===== config.mk =====
export PLATFORM = sky130hd
export DESIGN_NAME = sram_1rw_arbiter
export DESIGN_NICKNAME = d
export VERILOG_FILES = /design/src/rtl/sram_1rw_arbiter.sv
export SDC_FILE = /design/constraint.sdc
export NUM_CORES = 1
export LEC_CHECK = 0
export BUFFER_PORTS_ARGS = -buffer_cell sky130_fd_sc_hd__buf_4
export CORE_AREA = 2 2 140 142
export CTS_BUF_LIST = sky130_fd_sc_hd__clkbuf_8
export CTS_CLUSTER_SIZE = 20
export DETAILED_ROUTE_END_ITERATION = 7
export DIE_AREA = 0 0 142 144
export GPL_ROUTABILITY_DRIVEN = 0
export GPL_TIMING_DRIVEN = 0
export PLACE_DENSITY = 0.69
export SETUP_SLACK_MARGIN = 0.15
export SYNTH_ARGS = -nofsm -noshare
export SYNTH_HDL_FRONTEND = slang
export SYNTH_SLANG_ARGS = --single-unit

===== constraint.sdc =====
create_clock -name clk -period 1.9 [get_ports clk]
set_input_delay 0.285 -clock clk [delete_from_list [all_inputs] [get_ports clk]]
set_output_delay 0.285 -clock clk [all_outputs]
set_load 0.005 [all_outputs]

===== src/rtl/sram_1rw_arbiter.sv =====
// sram_1rw_arbiter: two-requester round-robin controller for a single-port 1rw SRAM macro.
//
// The wrapper builds the tri-state bus as DATA = sram_wdata_oe ? sram_wdata : 'z
// and feeds DATA back as sram_rdata.
//
// Ports:
//   clk, reset                      clock shared with the macro; synchronous active-high reset
//   reqN_valid/ready/we/addr/wdata  command handshake per requester (N = 0, 1)
//   rsp_valid/rsp_id/rsp_rdata      read response; one-cycle pulse, no backpressure
//   sram_addr/csb/web/oeb           macro control pins; csb, web and oeb are active low
//   sram_wdata/sram_wdata_oe        write data and bus-drive enable
//   sram_rdata                      DATA bus as seen by the controller
module sram_1rw_arbiter #(
    parameter int unsigned DATA_WIDTH = 64,
    parameter int unsigned ADDR_WIDTH = 10
) (
    input  logic                  clk,
    input  logic                  reset,
    input  logic                  req0_valid,
    output logic                  req0_ready,
    input  logic                  req0_we,
    input  logic [ADDR_WIDTH-1:0] req0_addr,
    input  logic [DATA_WIDTH-1:0] req0_wdata,
    input  logic                  req1_valid,
    output logic                  req1_ready,
    input  logic                  req1_we,
    input  logic [ADDR_WIDTH-1:0] req1_addr,
    input  logic [DATA_WIDTH-1:0] req1_wdata,
    output logic                  rsp_valid,
    output logic                  rsp_id,
    output logic [DATA_WIDTH-1:0] rsp_rdata,
    output logic [ADDR_WIDTH-1:0] sram_addr,
    output logic                  sram_csb,
    output logic                  sram_web,
    output logic                  sram_oeb,
    output logic [DATA_WIDTH-1:0] sram_wdata,
    output logic                  sram_wdata_oe,
    input  logic [DATA_WIDTH-1:0] sram_rdata
);

    typedef enum logic [1:0] {
        ST_IDLE = 2'd0,
        ST_WR   = 2'd1,
        ST_RD1  = 2'd2,
        ST_RD2  = 2'd3
    } state_e;

    state_e                state_q, state_d;
    logic                  last_grant_q, last_grant_d;
    logic                  pend_id_q, pend_id_d;
    logic [ADDR_WIDTH-1:0] addr_q, addr_d;
    logic [DATA_WIDTH-1:0] wdata_q, wdata_d;
    logic                  csb_q, csb_d;
    logic                  web_q, web_d;
    logic                  oeb_q, oeb_d;
    logic                  oe_q, oe_d;
    logic                  rsp_valid_q, rsp_valid_d;
    logic                  rsp_id_q, rsp_id_d;
    logic [DATA_WIDTH-1:0] rsp_rdata_q, rsp_rdata_d;
    logic                  window;
    logic                  gnt0;
    logic                  gnt1;

    // Grant, next-state and next-output logic
    always_comb begin
        state_d      = state_q;
        last_grant_d = last_grant_q;
        pend_id_d    = pend_id_q;
        addr_d       = addr_q;
        wdata_d      = wdata_q;
        rsp_valid_d  = 1'b0;
        rsp_id_d     = rsp_id_q;
        rsp_rdata_d  = rsp_rdata_q;
        gnt0         = 1'b0;
        gnt1         = 1'b0;

        // RD1 must hold the address for the second read edge, so no grant there
        window = (state_q != ST_RD1) && !reset;

        // On a tie the requester that was not granted last wins
        if (window) begin
            if (req0_valid && (!req1_valid || last_grant_q)) begin
                gnt0 = 1'b1;
            end else if (req1_valid) begin
                gnt1 = 1'b1;
            end
        end

        if (gnt0 || gnt1) begin
            last_grant_d = gnt1;
            pend_id_d    = gnt1;
            addr_d       = gnt1 ? req1_addr  : req0_addr;
            wdata_d      = gnt1 ? req1_wdata : req0_wdata;
            state_d      = (gnt1 ? req1_we : req0_we) ? ST_WR : ST_RD1;
        end else if (state_q == ST_RD1) begin
            state_d = ST_RD2;
        end else begin
            state_d = ST_IDLE;
        end

        // Bus data settled during RD2; capture it on the edge leaving RD2
        if (state_q == ST_RD2) begin
            rsp_valid_d = 1'b1;
            rsp_id_d    = pend_id_q;
            rsp_rdata_d = sram_rdata;
        end

        // Pins are registered from the next state so they line up with it
        csb_d = (state_d == ST_IDLE);
        web_d = (state_d != ST_WR);
        oeb_d = !((state_d == ST_RD1) || (state_d == ST_RD2));
        oe_d  = (state_d == ST_WR);
    end

    // State and output registers
    always_ff @(posedge clk) begin
        if (reset) begin
            state_q      <= ST_IDLE;
            last_grant_q <= 1'b1;
            pend_id_q    <= 1'b0;
            addr_q       <= '0;
            wdata_q      <= '0;
            csb_q        <= 1'b1;
            web_q        <= 1'b1;
            oeb_q        <= 1'b1;
            oe_q         <= 1'b0;
            rsp_valid_q  <= 1'b0;
            rsp_id_q     <= 1'b0;
            rsp_rdata_q  <= '0;
        end else begin
            state_q      <= state_d;
            last_grant_q <= last_grant_d;
            pend_id_q    <= pend_id_d;
            addr_q       <= addr_d;
            wdata_q      <= wdata_d;
            csb_q        <= csb_d;
            web_q        <= web_d;
            oeb_q        <= oeb_d;
            oe_q         <= oe_d;
            rsp_valid_q  <= rsp_valid_d;
            rsp_id_q     <= rsp_id_d;
            rsp_rdata_q  <= rsp_rdata_d;
        end
    end

    assign req0_ready    = gnt0;
    assign req1_ready    = gnt1;
    assign rsp_valid     = rsp_valid_q;
    assign rsp_id        = rsp_id_q;
    assign rsp_rdata     = rsp_rdata_q;
    assign sram_addr     = addr_q;
    assign sram_csb      = csb_q;
    assign sram_web      = web_q;
    assign sram_oeb      = oeb_q;
    assign sram_wdata    = wdata_q;
    assign sram_wdata_oe = oe_q;

endmodule


* Word-level counts from Yosys, hierarchy flattened
Index checks and enable logic that the tools add are counted.
** Word-level totals
- Bits in registers :: 148
- Input port bits :: 218
- Logic and storage cells :: 40
** Cells by class
- Eq/ne operators :: 7
- Multiplexer cells :: 12
- Reduce and logical (&&, ||, !) cells :: 9
** Operators by type and width (number)
- $mux 64 :: 1
- $mux 10 :: 1
- $eq 2x2->1 const B :: 4
- $mux 1 :: 7
- $mux 2 :: 3
- $logic_not 1->1 :: 3
- $logic_or 1x1->1 :: 3
- $eq 2x1->1 const B :: 1
- $logic_and 1x1->1 :: 2
- $logic_not 2->1 :: 1
- $ne 2x1->1 const B :: 1
- $ne 2x2->1 const B :: 1

* Logic depth before layout (Yosys ltp)
Gate-level depths: netlist of the first run.
- Depth in word-level cells :: 11
- Mapped depth :: 6

* Least setup slack after synthesis of the first run
OpenSTA, ideal clock, no wires.
- Path kind :: input port to output port
- From :: input reset
- To :: output req0_ready
- Arrival :: 1.149 ns
- Required time :: 1.615 ns
- Slack :: 0.466 ns
- Stages :: 5
- Cell sequence :: buf_2 buf_2 buf_2 buf_1 nor3_1
** On the way
- Word-level cells in the longest chain between the ends :: 3
** Ends and longest elaborated chain
- start: declaration :: RTL line 18 : input logic reset,
- $logic_not 1->1 :: RTL line 78 : window = (state_q != ST_RD1) && !reset;
- $logic_and 1x1->1 :: RTL line 78
- $mux 1 :: RTL line 81 : if (window) begin
- end: declaration :: RTL line 20 : output logic req0_ready,
Every way passes these cells.

* Final worst setup path of the first run
- From :: register last_grant_q
- To :: output req1_ready
** On the way
- Word-level cells in the longest chain between the ends :: 4
** Ends and longest elaborated chain
- start: declaration :: RTL line 49 : logic last_grant_q, last_grant_d;
- start signal: assignment :: RTL line 132 : last_grant_q <= last_grant_d;
- $logic_or 1x1->1 :: RTL line 82 : if (req0_valid && (!req1_valid || last_grant_q)) begin
- $logic_and 1x1->1 :: RTL line 82
- $mux 1 :: RTL line 82
- $mux 1 :: RTL line 81
- end: declaration :: RTL line 25 : output logic req1_ready,
Every way passes these cells.

==> results of run 1 <==
area by class of cell:
| type | count | area (um^2) |
|---|---|---|
| well taps | 238 | 298 |
| plain buffers | 115 | 646 |
| repair buffers | 372 | 2810 |
| fillers | 1774 | 8420 |
| inverters | 3 | 11.3 |
| multi-input cells | 518 | 3480 |
| flip-flops and latches | 148 | 2970 |
| clock inverters | 14 | 199 |
| clock buffers | 18 | 248 |
final timing paths:
kind	depth (start not counted)	slack [ns]	end
max	6	0.08	req1_ready
min reg2reg	2	0.45	rsp_id
max reg2reg	8	0.17	sram_wdata[42]
min	2	0.07	state_q[1]
power groups by stage:
stage,Sequential (uW),Clock [uW],Combinational [uW]
final,3440,2800,2040
after global routing,3460,2980,2190
after floorplan,3500,0,932
after CTS,3430,2840,2000
after global placement,3500,0,1920
after detailed placement,3500,0,1930
registers in the layout, indices dropped and copies added, names as in the netlist:
name,cells
sram_csb,1
sram_oeb,1
sram_web,1
state_q,2
sram_wdata,64
sram_wdata_oe,1
last_grant_q,1
sram_addr,10
rsp_valid,1
rsp_rdata,64
rsp_id,1
pend_id_q,1
cells in the mapped netlist (2+ instances only):
cell	count	area, um^2
dfxtp_1	148	2960
nand2_1	133	499
a31oi_1	74	463
nand4_1	74	463
o31ai_1	74	556
a21oi_1	66	330
clkbuf_1	61	229
a311oi_2	50	751
buf_2	28	140
a311oi_1	25	219
buf_1	14	52.6
buf_6	8	90.1
buf_4	4	30.0
nand2b_1	3	18.8
o21ai_0	3	15.0
inv_1	2	7.51
nor2_1	2	7.51
nor3_1	2	10.0
metal layers:
metal	GRT usage, %	vias to the layer above	share of wire [%]
met1	31.2	3798	38
met5	0	-	0
met3	7.38	51	8.7
li1	-	3826	-
met4	9.11	0	2.7
met2	46.9	430	50
cell families after synthesis:
group                  synth area share (%)
AO/OA/AOI/OAI                          34.4
buffers and inverters                  7.96
flip-flops                             42.7
multiplexers                          0.144
AND/OR/NAND/NOR                        14.9
worst max-delay path, cell delays in order, from the launching register on:
cell,delay (ns)
dfxtp_2,0.34
a21bo_1,0.17
buf_6,0.12
buf_12,0.12
buf_8,0.11
nor3_2,0.09
buf_4,0.14
timing repair:
item	in CTS	in global routing
buffers inserted	6	4
pin swaps	1	1
endpoints found under the setup margin	32	100
resized for setup	27	51
per-stage QoR:
stage          util [%]  instance area, um^2  worst slack [ns]
2_1_floorplan         -                 6950             0.466
3_3_place_gp       52.2                 9960            -0.312
3_5_place_dp       52.2                 9960            -0.278
4_1_cts            55.4                10600            0.0518
5_1_grt            55.9                10700            0.0135
6_report           55.9                10700            0.0755
==> metrics.yaml, run 1 <==
clock_network:
  cts_sinks: 148
  cts_hold_buf: 0
  cts_buffers: 17
  cts_buffer_depth: 2
  clk_latency_ns: 0.45
  clk_transition_reported_paths_ns: 0.08
  cts_tree: "done"
  clockRootBuffer: "clkbuf_8"
  htreeDepth: 4
die:
  io_pins: 364
  row_count: 51
  fp.dieW_um: 142
  die_height_um: 144
  die_area_um2: 20400
  core-area_um2: 19100
  start_util_pct: 36.4
synthesis:
  ys_types: 31
  synth_cells: 784
  synthFlopType: "dfxtp_1"
  seq_area_frac_synth_pct: 42.7
  yosysWarnings: 0
  async_flop_share_pct: 0
  syn-num-nets: 1002
  postSynthAreaPerCell_um2: 8.86
  syn_area_um2: 6950
  synth_edf_count: 0
  ys_seq_elements: 148
outcome:
  status: "complete, no violations"
pwr:
  pwr-share-clk_pct: 33.8
  internal_power_uw: 5800
  switching_share_pct: 29.9
  power_frac_comb_pct: 24.6
  p_total_uw: 8270
  vdd.ir_drop.worst_mv: 0.404
  seq_power_share_pct: 41.6
  powerDensity_nw_per_um2: 776
  p_leak_uw: 0.00429
  p_sw_uw: 2480
route:
  drc: 0
  antenna_left: 0
  finalWirelength_um: 28500
  dr.pass1.iters: 5
  wl_per_cell_um: 20.0
  drt-initial-drc-count: 506
  vias: 8105
  via_per_inst: 5.68
worst_setup_path:
  critPathLaunch: "last_grant_q"
  end_kind: "primary output"
  cp_max_fo: 2
  crit_required_ns: 1.62
  critical_path_class: "reg -> out"
  reg2reg_from: "last_grant_q"
  critPathArrivalTime_ns: 1.54
  cp-start-kind: "flop"
timing:
  skew_ns: 0.0165
  period_needed_ns: 1.82
  tightest_slew_ns: 0.756
  final-hold-violation-count: 0
  finalSetupTns_ns: 0
  drv_slew: 0
  whs_ns: 0.0685
  rsz0062_at_grt: "yes"
  relSlewSlack_pct: 49.6
  max_freq_ghz: 0.548
  finalCritPeriodShare_pct: 96.0
  finalSetupViolations: 0
global_route:
  grt_usage_pct: 26.6
  grt_pass1_vias: 7812
  grt_max_degree: 17
  overflow: 0
  antenna_found_initial: 0
  grt_pass1_wl_um: 42400
layout:
  nNetsFinal: 1393
  areaGrowthSynthToFinish_pct: 53.5
  n_antenna_cell: 0
  layout-drive-gt1-share_pct: 44.8
  final_cell_mix: "buf_4, dfxtp_1, nand2_1, nand4_1, a31oi_1"
  final_common_cell: "buf_4"
  final_cells: 1426
placement:
  dp_cells: 1384
  io_buffers: 362
  dp_hpwl_um: 21300
run:
  drv_cap: 0
worst_hold_path:
  hold_path.startpoint: "req0_we"
  min_path_type: "in -> reg"
(Power assumes the default switching activity.)
==> run 2: changes to the inputs <==
MAX_ROUTING_LAYER = met4   (was default)
SKIP_CTS_REPAIR_TIMING = 1   (was default)
==> run 2 against run 1 <==
The flow now finishes with violations (negative setup slack); utilization is 0.12 points higher; total power hardly changed; count of clock-buffer cells in the layout stayed put; final area is 0.21% higher; die area stayed put; sequential share of layout area hardly changed.
==> metrics.yaml, run 2 (same netlist as run 1, synthesis figures left out) <==
placement:
  placed_cell_area_um2: 9960  # unchanged
  io_buffers: 362  # unchanged
  dp_hpwl_um: 21300  # unchanged
  dp_cells: 1384  # unchanged
die:
  die_height_um: 144  # unchanged
  die_area_um2: 20400  # unchanged
  fp.dieW_um: 142  # unchanged
  row_count: 51  # unchanged
  io_pins: 364  # unchanged
  core-area_um2: 19100  # unchanged
  start_util_pct: 36.4  # unchanged
global_route:
  grt_usage_pct: 27.3  # +0.63 points
  grt_pass1_wl_um: 42100  # -0.65%
  antenna_found_initial: 1  # +1
  overflow: 0  # unchanged
  grt_pass1_vias: 7776  # -0.46%
  grt_max_degree: 17  # unchanged
worst_setup_path:
  critPathArrivalTime_ns: 1.62  # +0.08 ns
  critPathMaxStageDelay_ns: 0.36  # +0.02 ns
  cp_max_fo: 8  # +6
  crit_path_top_delay_cell: "dfxtp_4"
  cpLargestDelayFamily: "buffers and inverters"
  end_kind: "primary output"
  crit_required_ns: 1.62  # about the same
  critical_path_class: "reg -> out"
  path_cells: "a21bo_1, buf_6, buf_12, buf_8, nor3_2, buf_4"
  path_buf_inv: 4  # unchanged
  cp-start-kind: "flop"
route:
  wl_per_cell_um: 20.1  # +0.44%
  drt-initial-drc-count: 548  # +8.3%
  finalWirelength_um: 28600  # +0.29%
  drc: 0  # unchanged
  antenna_left: 0  # unchanged
  via_per_inst: 5.69  # +0.17%
  dr.pass1.iters: 7  # +2
  vias: 8107  # +0.025%
clock_network:
  clk_transition_reported_paths_ns: 0.08  # about the same
  clockRootBuffer: "clkbuf_8"
  cts_tree: "done"
  cts_buffer_depth: 2  # unchanged
  clk_latency_ns: 0.45  # about the same
  htreeDepth: 4  # unchanged
  cts_buffers: 17  # unchanged
  cts_sinks: 148  # unchanged
timing:
  tightest_slew_ns: 0.799  # +0.0422 ns
  skew_ns: 0.0121  # -0.00433 ns
  rsz0062_at_grt: "yes"
  finalCritPeriodShare_pct: 100  # +4.3 points
  period_needed_ns: 1.91  # +0.0816 ns
  max_freq_ghz: 0.525  # -4.3%
  fin_ws_ns: -0.00610  # -0.0816 ns
  final-hold-violation-count: 0  # unchanged
  drv_slew: 0  # unchanged
  relSlewSlack_pct: 46.8  # -2.8 points
  finalSetupViolations: 1  # +1
layout:
  areaGrowthSynthToFinish_pct: 53.8
  final_cell_mix: "buf_4, dfxtp_1, nand2_1, nand4_1, a31oi_1"
  layout-drive-gt1-share_pct: 45.4  # +0.62 points
  final_common_cell: "buf_4"
  final_cells: 1424  # -0.14%
  nNetsFinal: 1390  # -0.22%
  final_area_um2: 10700  # +0.21%
outcome:
  status: "complete, but fails checks"
  violations: "negative setup slack"
run:
  drv_cap: 0  # unchanged
pwr:
  vdd.ir_drop.worst_mv: 0.395  # -2.1%
  powerDensity_nw_per_um2: 775  # -0.14%
  p_leak_uw: 0.00428  # -0.30%
worst_hold_path:
  min_path_type: "in -> reg"
run 2: cell types whose count changed in the layout (fill, tap and decap cells not counted), sizes merged:
cell / delta
clkbuf: -2
buf: -1
diode: +1
run 2: layout make-up:
type,count,area (um^2)
diodes,1,2.50
plain buffers,115,656
clock buffers,18,248
clock inverters,14,199
fillers,1762,8400
inverters,3,11.3
multi-input cells,518,3530
flip-flops and latches,148,2970
well taps,238,298
repair buffers,369,2770
run 2: final timing paths:
kind	endpoint	depth (start not counted)	slack [ns]	start
worst max-delay path	req1_ready	6	-0.006	last_grant_q
worst min-delay path	state_q[1]	2	0.05	req0_we
worst max register to register	sram_wdata[26]	7	0.19	last_grant_q
worst min register to register	rsp_id	2	0.46	pend_id_q
run 2: per-stage QoR:
stage / hold slack (ns) / utilization, % / setup slack, ns / power, uW / setup TNS [ns]
after floorplan: 0.405 / - / 0.466 / 4440 / 0
after global placement: 0.439 / 52.2 / -0.312 / 5420 / -0.638
after detailed placement: 0.447 / 52.2 / -0.278 / 5430 / -1.83
after CTS: 0.0350 / 54.6 / -0.440 / 8210 / -0.768
after global routing: 0.0236 / 56.0 / -0.0783 / 8630 / -0.0783
final: 0.0545 / 56.0 / -0.00610 / 8280 / -0.00610
run 2: power breakdown:
group / leakage (uW) / switching (uW) / internal, uW / total [uW]
logic: 0.00284 / 1050 / 991 / 2040
registers: 0.00121 / 123 / 3310 / 3440
clock network: 0.000224 / 1310 / 1490 / 2800
total: 0.00428 / 2490 / 5790 / 8280
run 2: routing by layer:
| layer | vias up | global-route usage (%) | share of wire, % |
|---|---|---|---|
| met4 | 0 | 8.89 | 2.6 |
| met3 | 56 | 7.28 | 8.6 |
| met1 | 3821 | 31.1 | 39 |
| met2 | 417 | 46.7 | 50 |
| met5 | - | - | 0 |
| li1 | 3813 | - | - |
